## src/rtl/riscv_pipe_ctrl.sv

```systemverilog
// Hazard and sequencing controller for a 5-stage RV32I pipeline: forwarding selects,
// load-use / branch / memory-wait stall and flush controls, and a saturating stall counter.
module riscv_pipe_ctrl #(
    parameter int unsigned TIMEOUT = 64,
    parameter int unsigned CNT_W   = 32
) (
    input  logic             i_clk,
    input  logic             i_rstn,
    input  logic [4:0]       i_id_rs1_addr,
    input  logic [4:0]       i_id_rs2_addr,
    input  logic             i_id_rs1_used,
    input  logic             i_id_rs2_used,
    input  logic [4:0]       i_ex_rs1_addr,
    input  logic [4:0]       i_ex_rs2_addr,
    input  logic [4:0]       i_ex_rd_addr,
    input  logic             i_ex_ctrl_mem_read,
    input  logic             i_ex_branch_taken,
    input  logic [4:0]       i_mem_rd_addr,
    input  logic             i_mem_ctrl_reg_write,
    input  logic             i_mem_dmem_access,
    input  logic [4:0]       i_wb_rd_addr,
    input  logic             i_wb_ctrl_reg_write,
    input  logic             i_dmem_ack,
    output logic             o_dmem_req,
    output logic [1:0]       o_fwd_a_sel,
    output logic [1:0]       o_fwd_b_sel,
    output logic             o_pc_stall,
    output logic             o_ifid_stall,
    output logic             o_ifid_flush,
    output logic             o_idex_stall,
    output logic             o_idex_flush,
    output logic             o_exmem_stall,
    output logic             o_memwb_bubble,
    output logic             o_err,
    output logic [CNT_W-1:0] o_stall_cycles
);

    localparam int unsigned WAIT_W = (TIMEOUT < 1) ? 1 : $clog2(TIMEOUT + 1);
    localparam logic [WAIT_W-1:0] WAIT_MAX = WAIT_W'(TIMEOUT);

    typedef enum logic [1:0] {StRun, StMemWait, StErr} state_t;

    state_t            r_state;
    logic [WAIT_W-1:0] r_wait;
    logic              r_err;
    logic [CNT_W-1:0]  r_stall_cnt;

    logic w_lu;
    logic w_br;
    logic w_frz;
    logic w_stall_cnt_en;

    function automatic logic [1:0] fwd_sel(
        input logic [4:0] rs,
        input logic       mem_we,
        input logic [4:0] mem_rd,
        input logic       wb_we,
        input logic [4:0] wb_rd
    );
        // MEM wins over WB; x0 is never forwarded
        if (mem_we && (mem_rd != 5'd0) && (mem_rd == rs)) return 2'd1;
        if (wb_we && (wb_rd != 5'd0) && (wb_rd == rs)) return 2'd2;
        return 2'd0;
    endfunction

    always_comb begin
        o_fwd_a_sel = fwd_sel(i_ex_rs1_addr, i_mem_ctrl_reg_write, i_mem_rd_addr,
                              i_wb_ctrl_reg_write, i_wb_rd_addr);
        o_fwd_b_sel = fwd_sel(i_ex_rs2_addr, i_mem_ctrl_reg_write, i_mem_rd_addr,
                              i_wb_ctrl_reg_write, i_wb_rd_addr);
    end

    always_comb begin
        w_lu = i_ex_ctrl_mem_read && (i_ex_rd_addr != 5'd0) &&
               ((i_id_rs1_used && (i_id_rs1_addr == i_ex_rd_addr)) ||
                (i_id_rs2_used && (i_id_rs2_addr == i_ex_rd_addr)));
        w_br = i_ex_branch_taken;

        w_frz      = 1'b0;
        o_dmem_req = 1'b0;
        unique case (r_state)
            StRun: begin
                w_frz      = i_mem_dmem_access && !i_dmem_ack;
                o_dmem_req = i_mem_dmem_access;
            end
            StMemWait: begin
                w_frz      = !i_dmem_ack;
                o_dmem_req = 1'b1;
            end
            StErr: begin
                w_frz      = 1'b1;
                o_dmem_req = 1'b0;
            end
            default: begin
                w_frz      = 1'b1;
                o_dmem_req = 1'b0;
            end
        endcase

        // Flushes are held off during a freeze so a taken branch is re-seen at release
        o_pc_stall     = w_frz || (w_lu && !w_br);
        o_ifid_stall   = w_frz || (w_lu && !w_br);
        o_ifid_flush   = w_br && !w_frz;
        o_idex_stall   = w_frz;
        o_idex_flush   = (w_br || w_lu) && !w_frz;
        o_exmem_stall  = w_frz;
        o_memwb_bubble = w_frz;
        w_stall_cnt_en = w_frz || (w_lu && !w_br);
    end

    always_ff @(posedge i_clk or negedge i_rstn) begin
        if (!i_rstn) begin
            r_state     <= StRun;
            r_wait      <= '0;
            r_err       <= 1'b0;
            r_stall_cnt <= '0;
        end else begin
            if (w_stall_cnt_en && (r_stall_cnt != {CNT_W{1'b1}})) begin
                r_stall_cnt <= r_stall_cnt + CNT_W'(1);
            end
            unique case (r_state)
                StRun: begin
                    if (i_mem_dmem_access && !i_dmem_ack) begin
                        r_state <= StMemWait;
                        r_wait  <= WAIT_W'(1);
                    end
                end
                StMemWait: begin
                    if (i_dmem_ack) begin
                        r_state <= StRun;
                        r_wait  <= '0;
                    end else if ((TIMEOUT != 0) && (r_wait == WAIT_MAX)) begin
                        r_state <= StErr;
                        r_err   <= 1'b1;
                    end else if (r_wait != {WAIT_W{1'b1}}) begin
                        r_wait <= r_wait + WAIT_W'(1);
                    end
                end
                StErr: begin
                    r_err <= 1'b1;
                end
                default: begin
                    r_state <= StErr;
                    r_err   <= 1'b1;
                end
            endcase
        end
    end

    assign o_err          = r_err;
    assign o_stall_cycles = r_stall_cnt;

endmodule

```

## config.mk

```make
export PLATFORM = sky130hd
export DESIGN_NAME = riscv_pipe_ctrl
export DESIGN_NICKNAME = d
export VERILOG_FILES = /design/src/rtl/riscv_pipe_ctrl.sv
export SDC_FILE = /design/constraint.sdc
export NUM_CORES = 1
export LEC_CHECK = 0
export BUFFER_PORTS_ARGS = -buffer_cell sky130_fd_sc_hd__buf_2
export CAP_MARGIN = 30
export CORE_MARGIN = 2
export CORE_UTILIZATION = 45
export DETAILED_ROUTE_END_ITERATION = 10
export GPL_ROUTABILITY_DRIVEN = 0
export PLACE_DENSITY = 0.82
export SLEW_MARGIN = 20
export SYNTH_ARGS = -nofsm -noshare
export SYNTH_HDL_FRONTEND = slang
export SYNTH_SLANG_ARGS = --single-unit
```

## constraint.sdc

```tcl
create_clock -name i_clk -period 2.02 [get_ports i_clk]
set_input_delay 0.101 -clock i_clk [delete_from_list [all_inputs] [get_ports i_clk]]
set_output_delay 0.101 -clock i_clk [all_outputs]
set_load 0.005 [all_outputs]
```

==> results of run 1 <==
==> sequential cells by signal (all words and copies together) (netlist names) <==
register        cells
o_err               1
r_state             2
r_wait              7
o_stall_cycles     32
==> cells by family after synthesis <==
kind of cell | count (synthesis) | synth area share [%]
and+or+nand+nor | 121 | 27.6
buffers and inverters | 21 | 4.18
adders and majority gates | 3 | 1.44
xor gates and xnor gates | 64 | 21.5
muxes | 2 | 0.817
DFF | 42 | 40.4
AOI/OAI and AO/OA | 16 | 4.04
==> through the flow <==
step / instance area [sq um] / setup slack [ps] / power [uW]
after global routing: 3460 / -68.2 / 2630
after floorplan: 2600 / 84.3 / 1320
final: 3460 / 44.6 / 2500
after detailed placement: 3230 / 7.76 / 1680
after global placement: 3230 / 111 / 1640
after CTS: 3390 / 44.8 / 2500
==> power by group <==
group          internal, uW  switching [uW]  total (uW)
clock network           527             293         820
logic                   330             381         710
registers               918            56.0         974
total                  1770             730        2500
==> worst register-to-register path, stage by stage, from the launching register on <==
cell     delay, ps
dfrtp_1        400
ha_1           190
nand3_1        120
nor4_4         310
nand4_1        180
nand3_2        140
buf_12         180
mux2_2         350
==> timing repair <==
action	in CTS	in global routing
hold buffers	1	0
gates resized for setup	1	7
hold endpoints to repair	19	0
buffers inserted	0	3
endpoints found under the setup margin	1	28
pin swaps	0	4
==> cells in the final DEF, fill, tap and decap left out, types with 2 or more instances in the layout <==
cell,netlist,final
and3_1,2,2
buf_2,0,89
buf_4,4,21
bufinv_16,0,2
clkbuf_8,0,6
dfrtp_1,42,42
ha_1,3,3
inv_1,13,13
nand2_1,17,17
nand3_1,16,16
nand4_1,12,12
nor2_1,18,17
nor3_1,16,15
nor4_1,12,9
nor4_2,6,8
nor4b_1,3,2
o21ai_0,7,7
or2_2,2,2
or4_1,6,6
xnor2_1,24,24
xor2_1,40,40
==> area by class of cell <==
type | count | area, sq um | area share, %
multi-input cells | 206 | 1490 | 43.2
clock inverters | 2 | 60.1 | 1.74
clock buffers | 6 | 82.6 | 2.39
repair buffers | 112 | 633 | 18.3
flip-flops and latches | 42 | 1050 | 30.4
inverters | 13 | 48.8 | 1.41
well taps | 72 | 90.1 | 2.60
==> per-layer routing <==
layer  up-vias  wire, microns  track usage (%)  share of wire (%)
li1       1176              -                -                  -
met4         0            150             8.64                2.3
met1      1181           2680             26.3                 41
met5         -              0                0                  0
met2       108           3300             36.8                 50
met3        15            410             4.61                6.3
==> path summary, 6_finish.rpt <==
path	to	slack, ps	depth (start not counted)
max in group asynchronous	o_stall_cycles[8]	1070	3
worst max register to register	o_stall_cycles[1]	40	7
min in group asynchronous	r_wait[1]	270	2
worst max-delay path	o_stall_cycles[1]	40	7
worst min-delay path	r_state[0]	80	2
worst min register to register	o_err	490	1
==> summary.md, run 1 <==
| Metric | Value |
|---|---|
| Post-layout util | `between 60% and 70%` |
| YS warnings | `0` |
| HP Class | `in -> reg` |
| Placed cells | `between 400 and 500` |
| Vias in the first global route | `2414` |
| First-pass GRT wire length | `around 11000 microns` |
| Clock latency on the worst-skew pair | `approximately 300 ps` |
| Worst-Margin Slew | `between 400 and 500 ps` |
| Bufs and invs on worst path | `1` |
| DR vias | `roughly 2.5k` |
| Share of cells above drive strength 1 | `37.0%` |
| Crit path max-delay family | `simple AND/OR/NAND/NOR gates` |
| # DRC | `0` |
| CP startpoint | `o_stall_cycles[1]` |
| Synth top area cells | `dfrtp_1, xor2_1, xnor2_1` |
| GRT Total Usage | `21.5%` |
| Post-Layout Cell Count | `453` |
| Launch point of the worst hold path | `i_dmem_ack` |
| Initial antenna violation count | `0` |
| Peak VDD IR | `around 0.44 mV` |
| Synthesized flop and latch total | `42` |
| Final period util | `a little over nine tenths` |
| Clock root buffer | `clkbuf_8` |
| Register area share after synthesis | `around two fifths` |
| Row count | `27` |
| Fmax achieved | `~0.51 GHz` |
| Critical-path top delay cell | `dfrtp_1` |
| Post-DP HPWL | `5060 microns` |
| Library cells used by synthesis | `42` |
| Min Tclk post-route | `approximately 2000 ps` |
| Final setup viols | `0` |
| Clock skew | `about 9.4 ps` |
| Area Growth Syn to Fin | `32.8%` |
| Post-synth top area share | `40.4%` |
| Worst endpoint required time | `between 2000 and 2500 ps` |
| Max-slew violations | `0` |
| Syn Inst Count | `~270` |
| Drt initial violations | `approximately 120` |
| Wire length per cell | `between 10 and 15 microns` |
| R2R Path Start | `o_stall_cycles[1]` |
| Layout fillers | `460` |
| Initial Util | `47.0%` |
| Die height | `around 80 microns` |
| Final net count | `about 430` |
| Inserted Clock Buffers | `5` |
| Htree depth | `2` |
| Hold Vio Cnt, Final | `0` |
| Core Box Area | `approximately 0.0055 sq mm` |
| CTS Buffer Depth | `2` |
| Critical path type | `reg -> reg` |
| Post-route ant nets | `0` |
| Synth Cell Area | `0.00260 sq mm` |
| TritonRoute pass-1 iters | `4` |
| Die width | `between 80 and 90 microns` |
| Number of flops mapped to enable cells by yosys | `0` |
| Max_cap viols | `0` |
| # IOs | `90` |
| Crit path arrival time | `roughly 2200 ps` |
| Outcome | `complete, no violations` |
| Clk sinks | `42` |
| Hold Slack | `83.1 ps` |
| Slowest Stage Delay on Critical Path | `around 400 ps` |
| Crit-path max FO | `26` |
| Vias per cell | `approximately 5.5` |
| Clk slew on worst S/H paths | `80 ps` |
| Grt ovf | `0` |
| Most numerous cell in the Yosys netlist | `dfrtp_1` |
| Die area | `about 0.0064 sq mm` |
| Slew headroom | `a little under 70%` |
| Synth area leader | `dfrtp_1` |
| Largest net degree at the start of global routing | `27` |
| Static leakage | `0.00171 uW` |
| Total Neg Setup Slack | `0 ps` |
| CP Capture Type | `register` |
| CP startpoint kind | `register` |
| Synth top cells by count | `dfrtp_1, xor2_1, xnor2_1` |
| Total Wirelength | `6540 microns` |
| Ys async rst share | `100%` |
| Synth Net Count | `approximately 320` |
| # diodes | `0` |
| RSZ-0062 raised after global routing | `true` |
| CTS tree | `done` |
| Top_reg_cell synth | `dfrtp_1` |
| Cell Pwr Density | `a little over 700 mW/mm^2` |
| Port bufs | `approximately 90` |
| Critical Path, Cell by Cell | `ha_1 -> nand3_1 -> nor4_4 -> nand4_1 -> nand3_2 -> buf_12 -> mux2_2` |
| Synth Area per Inst | `9.68 sq um` |
Power figures use the tool's default switching activity.
==> inputs of run 2 (changes only) <==
BUFFER_PORTS_ARGS = default   (was -buffer_cell sky130_fd_sc_hd__buf_2)
DONT_BUFFER_PORTS = 1   (was default)
PLACE_DENSITY = 0.68   (was 0.82)
REMOVE_ABC_BUFFERS = 1   (was default)
==> summary.md, run 2 (synthesis results as in run 1) <==
| Metric | Value |
|---|---|
| TritonRoute pass-1 iters | `4 (unchanged)` |
| Post-Layout Cell Count | `372 (-18%)` |
| Outcome | `complete, no violations` |
| Met2 Wirelength | `2860 microns (-13%)` |
| # IOs | `90 (unchanged)` |
| Combinational power share | `28.5% (about the same)` |
| Port bufs | `0 (-100%)` |
| Cell Pwr Density | `697 mW/mm^2 (-3.8%)` |
| CP startpoint kind | `register` |
| Wire length per cell | `15.6 microns (+8.4%)` |
| Switching power total | `655 uW (-10%)` |
| # DRC | `0 (unchanged)` |
| DR vias | `2079 (-16%)` |
| Final worst slack | `98.8 ps (+54.2 ps)` |
| Vias in the first global route | `2080 (-14%)` |
| Peak VDD IR | `0.661 mV (+50%)` |
| Final period util | `95.1% (-2.7 points)` |
| Critical-path top delay cell | `dfrtp_1` |
| Post-DP HPWL | `4600 microns (-9.2%)` |
| CP Capture Type | `register` |
| Final setup viols | `0 (unchanged)` |
| Logic depth of the worst path, buffers included | `6 (-1)` |
| Grt ovf | `0 (unchanged)` |
| Hold Vio Cnt, Final | `0 (unchanged)` |
| Crit path arrival time | `2130 ps (-30 ps)` |
| HP Class | `in -> reg` |
| Die height | `80.1 microns (unchanged)` |
| Pint | `1440 uW (-19%)` |
| CTS tree | `done` |
| Max layer used | `met4` |
| CTS Buffer Depth | `2 (unchanged)` |
| Slew headroom | `66.6% (-3.0 points)` |
| Total Neg Setup Slack | `0 ps (unchanged)` |
| First-pass GRT wire length | `9330 microns (-13%)` |
| Most frequent cells in the layout | `dfrtp_1, xor2_1, buf_4` |
| Die area | `0.00641 sq mm (unchanged)` |
| Bufs and invs on worst path | `0 (-1)` |
| Final net count | `347 (-19%)` |
| Post-route ant nets | `0 (unchanged)` |
| Die width | `80.1 microns (unchanged)` |
| CP startpoint | `o_stall_cycles[11]` |
| Core Box Area | `0.00554 sq mm (unchanged)` |
| Drt initial violations | `88 (-28%)` |
| Crit-path max FO | `4 (-85%)` |
| Critical Path, Cell by Cell | `nand4_1 -> nor2_1 -> nand4_2 -> or3_4 -> nor4b_4 -> xor2_1` |
| Pre-CTS WS | `70.8 ps (+63.0 ps)` |
| Row count | `27 (unchanged)` |
| # diodes | `0 (unchanged)` |
| Total power | `2090 uW (-17%)` |
| Htree depth | `2 (unchanged)` |
| R2R Setup Slk | `100 ps (+50 ps)` |
| GRT Total Usage | `18.3% (-3.2 points)` |
| Area Growth Syn to Fin | `15.3%` |
| Switching Share | `31.3% (+2.2 points)` |
| Vias per cell | `5.59 (+2.1%)` |
| Max_cap viols | `0 (unchanged)` |
| Met1 Wirelength | `2510 microns (-6.5%)` |
| Crit path max-delay family | `simple AND/OR/NAND/NOR gates` |
| Max-slew violations | `0 (unchanged)` |
| Placed cells | `361 (-18%)` |
| Commonest non-fill, non-tap cell in the layout | `dfrtp_1` |
| R2R Path Start | `o_stall_cycles[11]` |
| Clock share of power | `25.4% (-7.3 points)` |
| FF-to-FF End | `o_stall_cycles[26]` |
| Launch point of the worst hold path | `i_dmem_ack` |
| Met3 wire len | `417 microns (+1.7%)` |
| Clk slew on worst S/H paths | `90 ps (about the same)` |
| RSZ-0062 raised after global routing | `true` |
| Static leakage | `0.00134 uW (-22%)` |
| Inserted Clock Buffers | `5 (unchanged)` |
| Reg power frac | `46.1% (+7.2 points)` |
| Clk sinks | `42 (unchanged)` |
| R2R depth | `6 (-1)` |
| Hold Slack | `76.3 ps (-6.85 ps)` |
| Share of cells above drive strength 1 | `18.3% (-19 points)` |
| Worst endpoint required time | `2230 ps (+20 ps)` |
| Slowest Stage Delay on Critical Path | `400 ps (about the same)` |
| Worst-Margin Slew | `496 ps (+39.9 ps)` |
| Fmax achieved | `0.520 GHz (+2.8%)` |
| Clock skew | `14.1 ps (+4.66 ps)` |
| Initial Util | `47.0% (unchanged)` |
| Critical path type | `reg -> reg` |
| Hold Path Depth | `3 (+1)` |
| Hold Path End | `r_wait[0]` |
| Initial antenna violation count | `0 (unchanged)` |
| Min Tclk post-route | `1920 ps (-54.2 ps)` |
| Largest net degree at the start of global routing | `43 (+59%)` |
| Max FFs per register | `32 (unchanged)` |
| Clock root buffer | `clkbuf_8` |
| Total Wirelength | `5820 microns (-11%)` |
| Clock latency on the worst-skew pair | `290 ps (about the same)` |
==> run 2: cell types whose count changed in the layout (fill, tap and decap cells not counted), sizes merged <==
cell / before / now
buf: 111 / 29
bufinv: 2 / 0
clkinv: 0 / 2
dlygate4sd3: 1 / 2
==> run 2: area by class of cell <==
cell class	count	area, sq um
clock buffers	6	72.6
clock inverters	2	13.8
fillers	514	2540
inverters	13	48.8
multi-input cells	206	1470
flip-flops and latches	42	1050
well taps	72	90.1
repair buffers	31	254
==> run 2: worst max-delay path by stage <==
stage | end | slack [ps]
final | o_stall_cycles[26] | 100
after global routing | o_stall_cycles[1] | -20
after CTS | o_stall_cycles[1] | 40
after detailed placement | o_stall_cycles[1] | 70
after global placement | o_stall_cycles[1] | 110
after floorplan | o_stall_cycles[29] | -20
==> run 2: metrics by stage <==
stage	util (%)	area, sq um
6_report	54.2	3000
2_1_floorplan	-	2540
5_1_grt	54.2	3000
3_3_place_gp	51.3	2840
3_5_place_dp	51.3	2840
4_1_cts	53.6	2970
==> run 2: worst reg2reg max path, delay by kind of cell (launching register included) <==
kind / cells / cell delay, ps
AND/OR/NAND/NOR: 5 / 1250
flip-flops: 1 / 400
XOR/XNOR: 1 / 190
==> run 2: repair_timing <==
item,4_1_cts,5_1_grt
hold buffers,3,0
buffers inserted,0,0
gates resized for setup,0,6
setup endpoints to repair,0,18
endpoints found under the hold margin,44,0
==> run 2: power by group through the flow <==
stage	Sequential [uW]	Combinational, uW	Clock [uW]
6_report	964	595	532
5_1_grt	972	659	580
4_1_cts	964	589	544
3_5_place_dp	981	559	0
3_3_place_gp	978	550	0
2_1_floorplan	1030	263	0
==> run 2: routing by layer <==
metal	global-route usage [%]	vias to the layer above
met1	23.2	995
met4	3.56	0
met5	0	-
met3	4.49	5
met2	31.8	74
li1	-	1005
==> inputs of run 3 (changes only) <==
BUFFER_PORTS_ARGS = -buffer_cell sky130_fd_sc_hd__buf_2   (was default)
DONT_BUFFER_PORTS = default   (was 1)
PLACE_DENSITY = 0.82   (was 0.68)
clock period = 1.59 ns   (was 2.02 ns; I/O delays follow)
==> summary.md, run 3 (synthesis results as in run 1) <==
| Metric | Value |
|---|---|
| Clock share of power | `21.0% (-4.4 points)` |
| Post-Layout Cell Count | `525 (+41%)` |
| Worst-Margin Slew | `557 ps (+61.2 ps)` |
| Switching Share | `34.0% (+2.7 points)` |
| Critical path type | `reg -> reg` |
| # IOs | `90 (unchanged)` |
| Cell Pwr Density | `734 mW/mm^2 (+5.3%)` |
| TritonRoute pass-1 iters | `5 (+1)` |
| Max_cap viols | `0 (unchanged)` |
| RSZ-0062 raised after global routing | `true` |
| Die height | `80.1 microns (unchanged)` |
| Inserted Clock Buffers | `5 (unchanged)` |
| Min Tclk post-route | `2080 ps (+158 ps)` |
| Vias per cell | `5.89 (+5.3%)` |
| Max-slew violations | `0 (unchanged)` |
| Pre-CTS WS | `-391 ps (-462 ps)` |
| Post-layout instance area | `0.00436 sq mm (+45%)` |
| HP Class | `in -> reg` |
| Commonest non-fill, non-tap cell in the layout | `buf_2` |
| Wire length per cell | `21.2 microns (+36%)` |
| CP startpoint kind | `register` |
| Die area | `0.00641 sq mm (unchanged)` |
| Initial Util | `47.0% (unchanged)` |
| Clk slew on worst S/H paths | `70 ps (-20 ps)` |
| CP Capture Type | `register` |
| Final net count | `502 (+45%)` |
| Worst endpoint required time | `1750 ps (-480 ps)` |
| Hold Vio Cnt, Final | `0 (unchanged)` |
| First-pass GRT wire length | `13600 microns (+45%)` |
| Slew headroom | `62.6% (-4.1 points)` |
| Total Wirelength | `11200 microns (+92%)` |
| Initial antenna violation count | `0 (unchanged)` |
| Switching power total | `1090 uW (+66%)` |
| # diodes | `0 (unchanged)` |
| Crit path arrival time | `2240 ps (+110 ps)` |
| Core Box Area | `0.00554 sq mm (unchanged)` |
| Clock skew | `4.35 ps (-9.73 ps)` |
| Peak VDD IR | `0.402 mV (-39%)` |
| Placed cells | `493 (+37%)` |
| DR vias | `3091 (+49%)` |
| Final worst slack | `-489 ps (-588 ps)` |
| Static leakage | `0.00217 uW (+62%)` |
| Final period util | `131% (+36 points)` |
| Drt initial violations | `237 (+170%)` |
| Post-route ant nets | `0 (unchanged)` |
| Final setup viols | `41 (+41)` |
| Most frequent cells in the layout | `buf_2, buf_4, dfrtp_1` |
| Pint | `2110 uW (+47%)` |
| Crit-path max FO | `7 (+3)` |
| Htree depth | `2 (unchanged)` |
| Hold Slack | `56.0 ps (-20.3 ps)` |
| Clock root buffer | `clkbuf_8` |
| Area Growth Syn to Fin | `67.5%` |
| CTS tree | `done` |
| Post-DP HPWL | `5700 microns (+24%)` |
| Fmax achieved | `0.481 GHz (-7.6%)` |
| CTS Buffer Depth | `2 (unchanged)` |
| Row count | `27 (unchanged)` |
| Clk sinks | `42 (unchanged)` |
| Port bufs | `89 (+89)` |
| Die width | `80.1 microns (unchanged)` |
| Share of cells above drive strength 1 | `55.0% (+37 points)` |
| Grt ovf | `0 (unchanged)` |
| Largest net degree at the start of global routing | `24 (-44%)` |
| Placed cell area | `0.00364 sq mm (+28%)` |
| Max FFs per register | `32 (unchanged)` |
| Clock latency on the worst-skew pair | `290 ps (about the same)` |
| Reg power frac | `38.7% (-7.4 points)` |
| GRT Total Usage | `27.8% (+9.5 points)` |
| Violated checks | `negative setup slack` |
| Outcome | `finished, violations left` |
| # DRC | `0 (unchanged)` |
| Combinational power share | `40.3% (+12 points)` |
| Vias in the first global route | `2805 (+35%)` |
==> run 3: area by class of cell <==
class	count	area [sq um]
well taps	72	90.1
clock buffers	6	82.6
flip-flops and latches	42	1050
fillers	296	1180
inverters	13	51.3
repair buffers	186	1270
multi-input cells	206	1820
==> run 3: power groups by stage <==
stage / registers (uW) / clock network [uW] / logic, uW
after floorplan: 1310 / 0 / 334
after global placement: 1240 / 0 / 948
after detailed placement: 1240 / 0 / 973
after CTS: 1230 / 665 / 1060
after global routing: 1240 / 713 / 1380
final: 1240 / 672 / 1290
==> run 3: per-stage QoR <==
stage / utilization [%] / total power [uW] / TNS, ps
2_1_floorplan: - / 1640 / -10030
6_report: 78.7 / 3200 / -14740
3_3_place_gp: 65.7 / 2180 / -8910
5_1_grt: 78.7 / 3330 / -15890
4_1_cts: 72.3 / 2950 / -6660
3_5_place_dp: 65.7 / 2210 / -9880
==> run 3: worst paths after layout <==
kind                                    start                  to  slack, ps  depth (start not counted)
setup / recovery           o_stall_cycles[11]  o_stall_cycles[13]       -490                          8
hold / removal                     i_dmem_ack          r_state[0]         60                          2
setup reg to reg           o_stall_cycles[11]  o_stall_cycles[13]       -490                          8
hold reg to reg                         o_err               o_err        500                          1
max in group asynchronous              i_rstn   o_stall_cycles[8]        780                          3
min in group asynchronous              i_rstn  o_stall_cycles[25]        300                          2
==> run 3: what timing repair did <==
| item | 4_1_cts | 5_1_grt |
|---|---|---|
| hold buffers | 1 | 0 |
| endpoints found under the setup margin | 42 | 45 |
| endpoints found under the hold margin | 22 | 0 |
| gates cloned | 0 | 1 |
| resized for setup | 40 | 43 |
| pin swaps | 17 | 29 |
| buffers inserted | 12 | 13 |
==> run 3: metal layers <==
metal,part of all wire (%),routed length [microns],global-route usage [%]
met1,35,3910,32.6
met2,50,5550,50.2
met3,8.8,980,3.71
met4,6.4,716,12.7
met5,0,0,0
==> run 3: worst max-delay path, stage by stage, from the launching register on <==
cell	delay, ps
dfrtp_1	410
nand4_1	130
buf_4	180
nor4_4	300
nand4_1	250
nand3_4	250
clkbuf_16	200
nor4_2	60
xor2_1	150
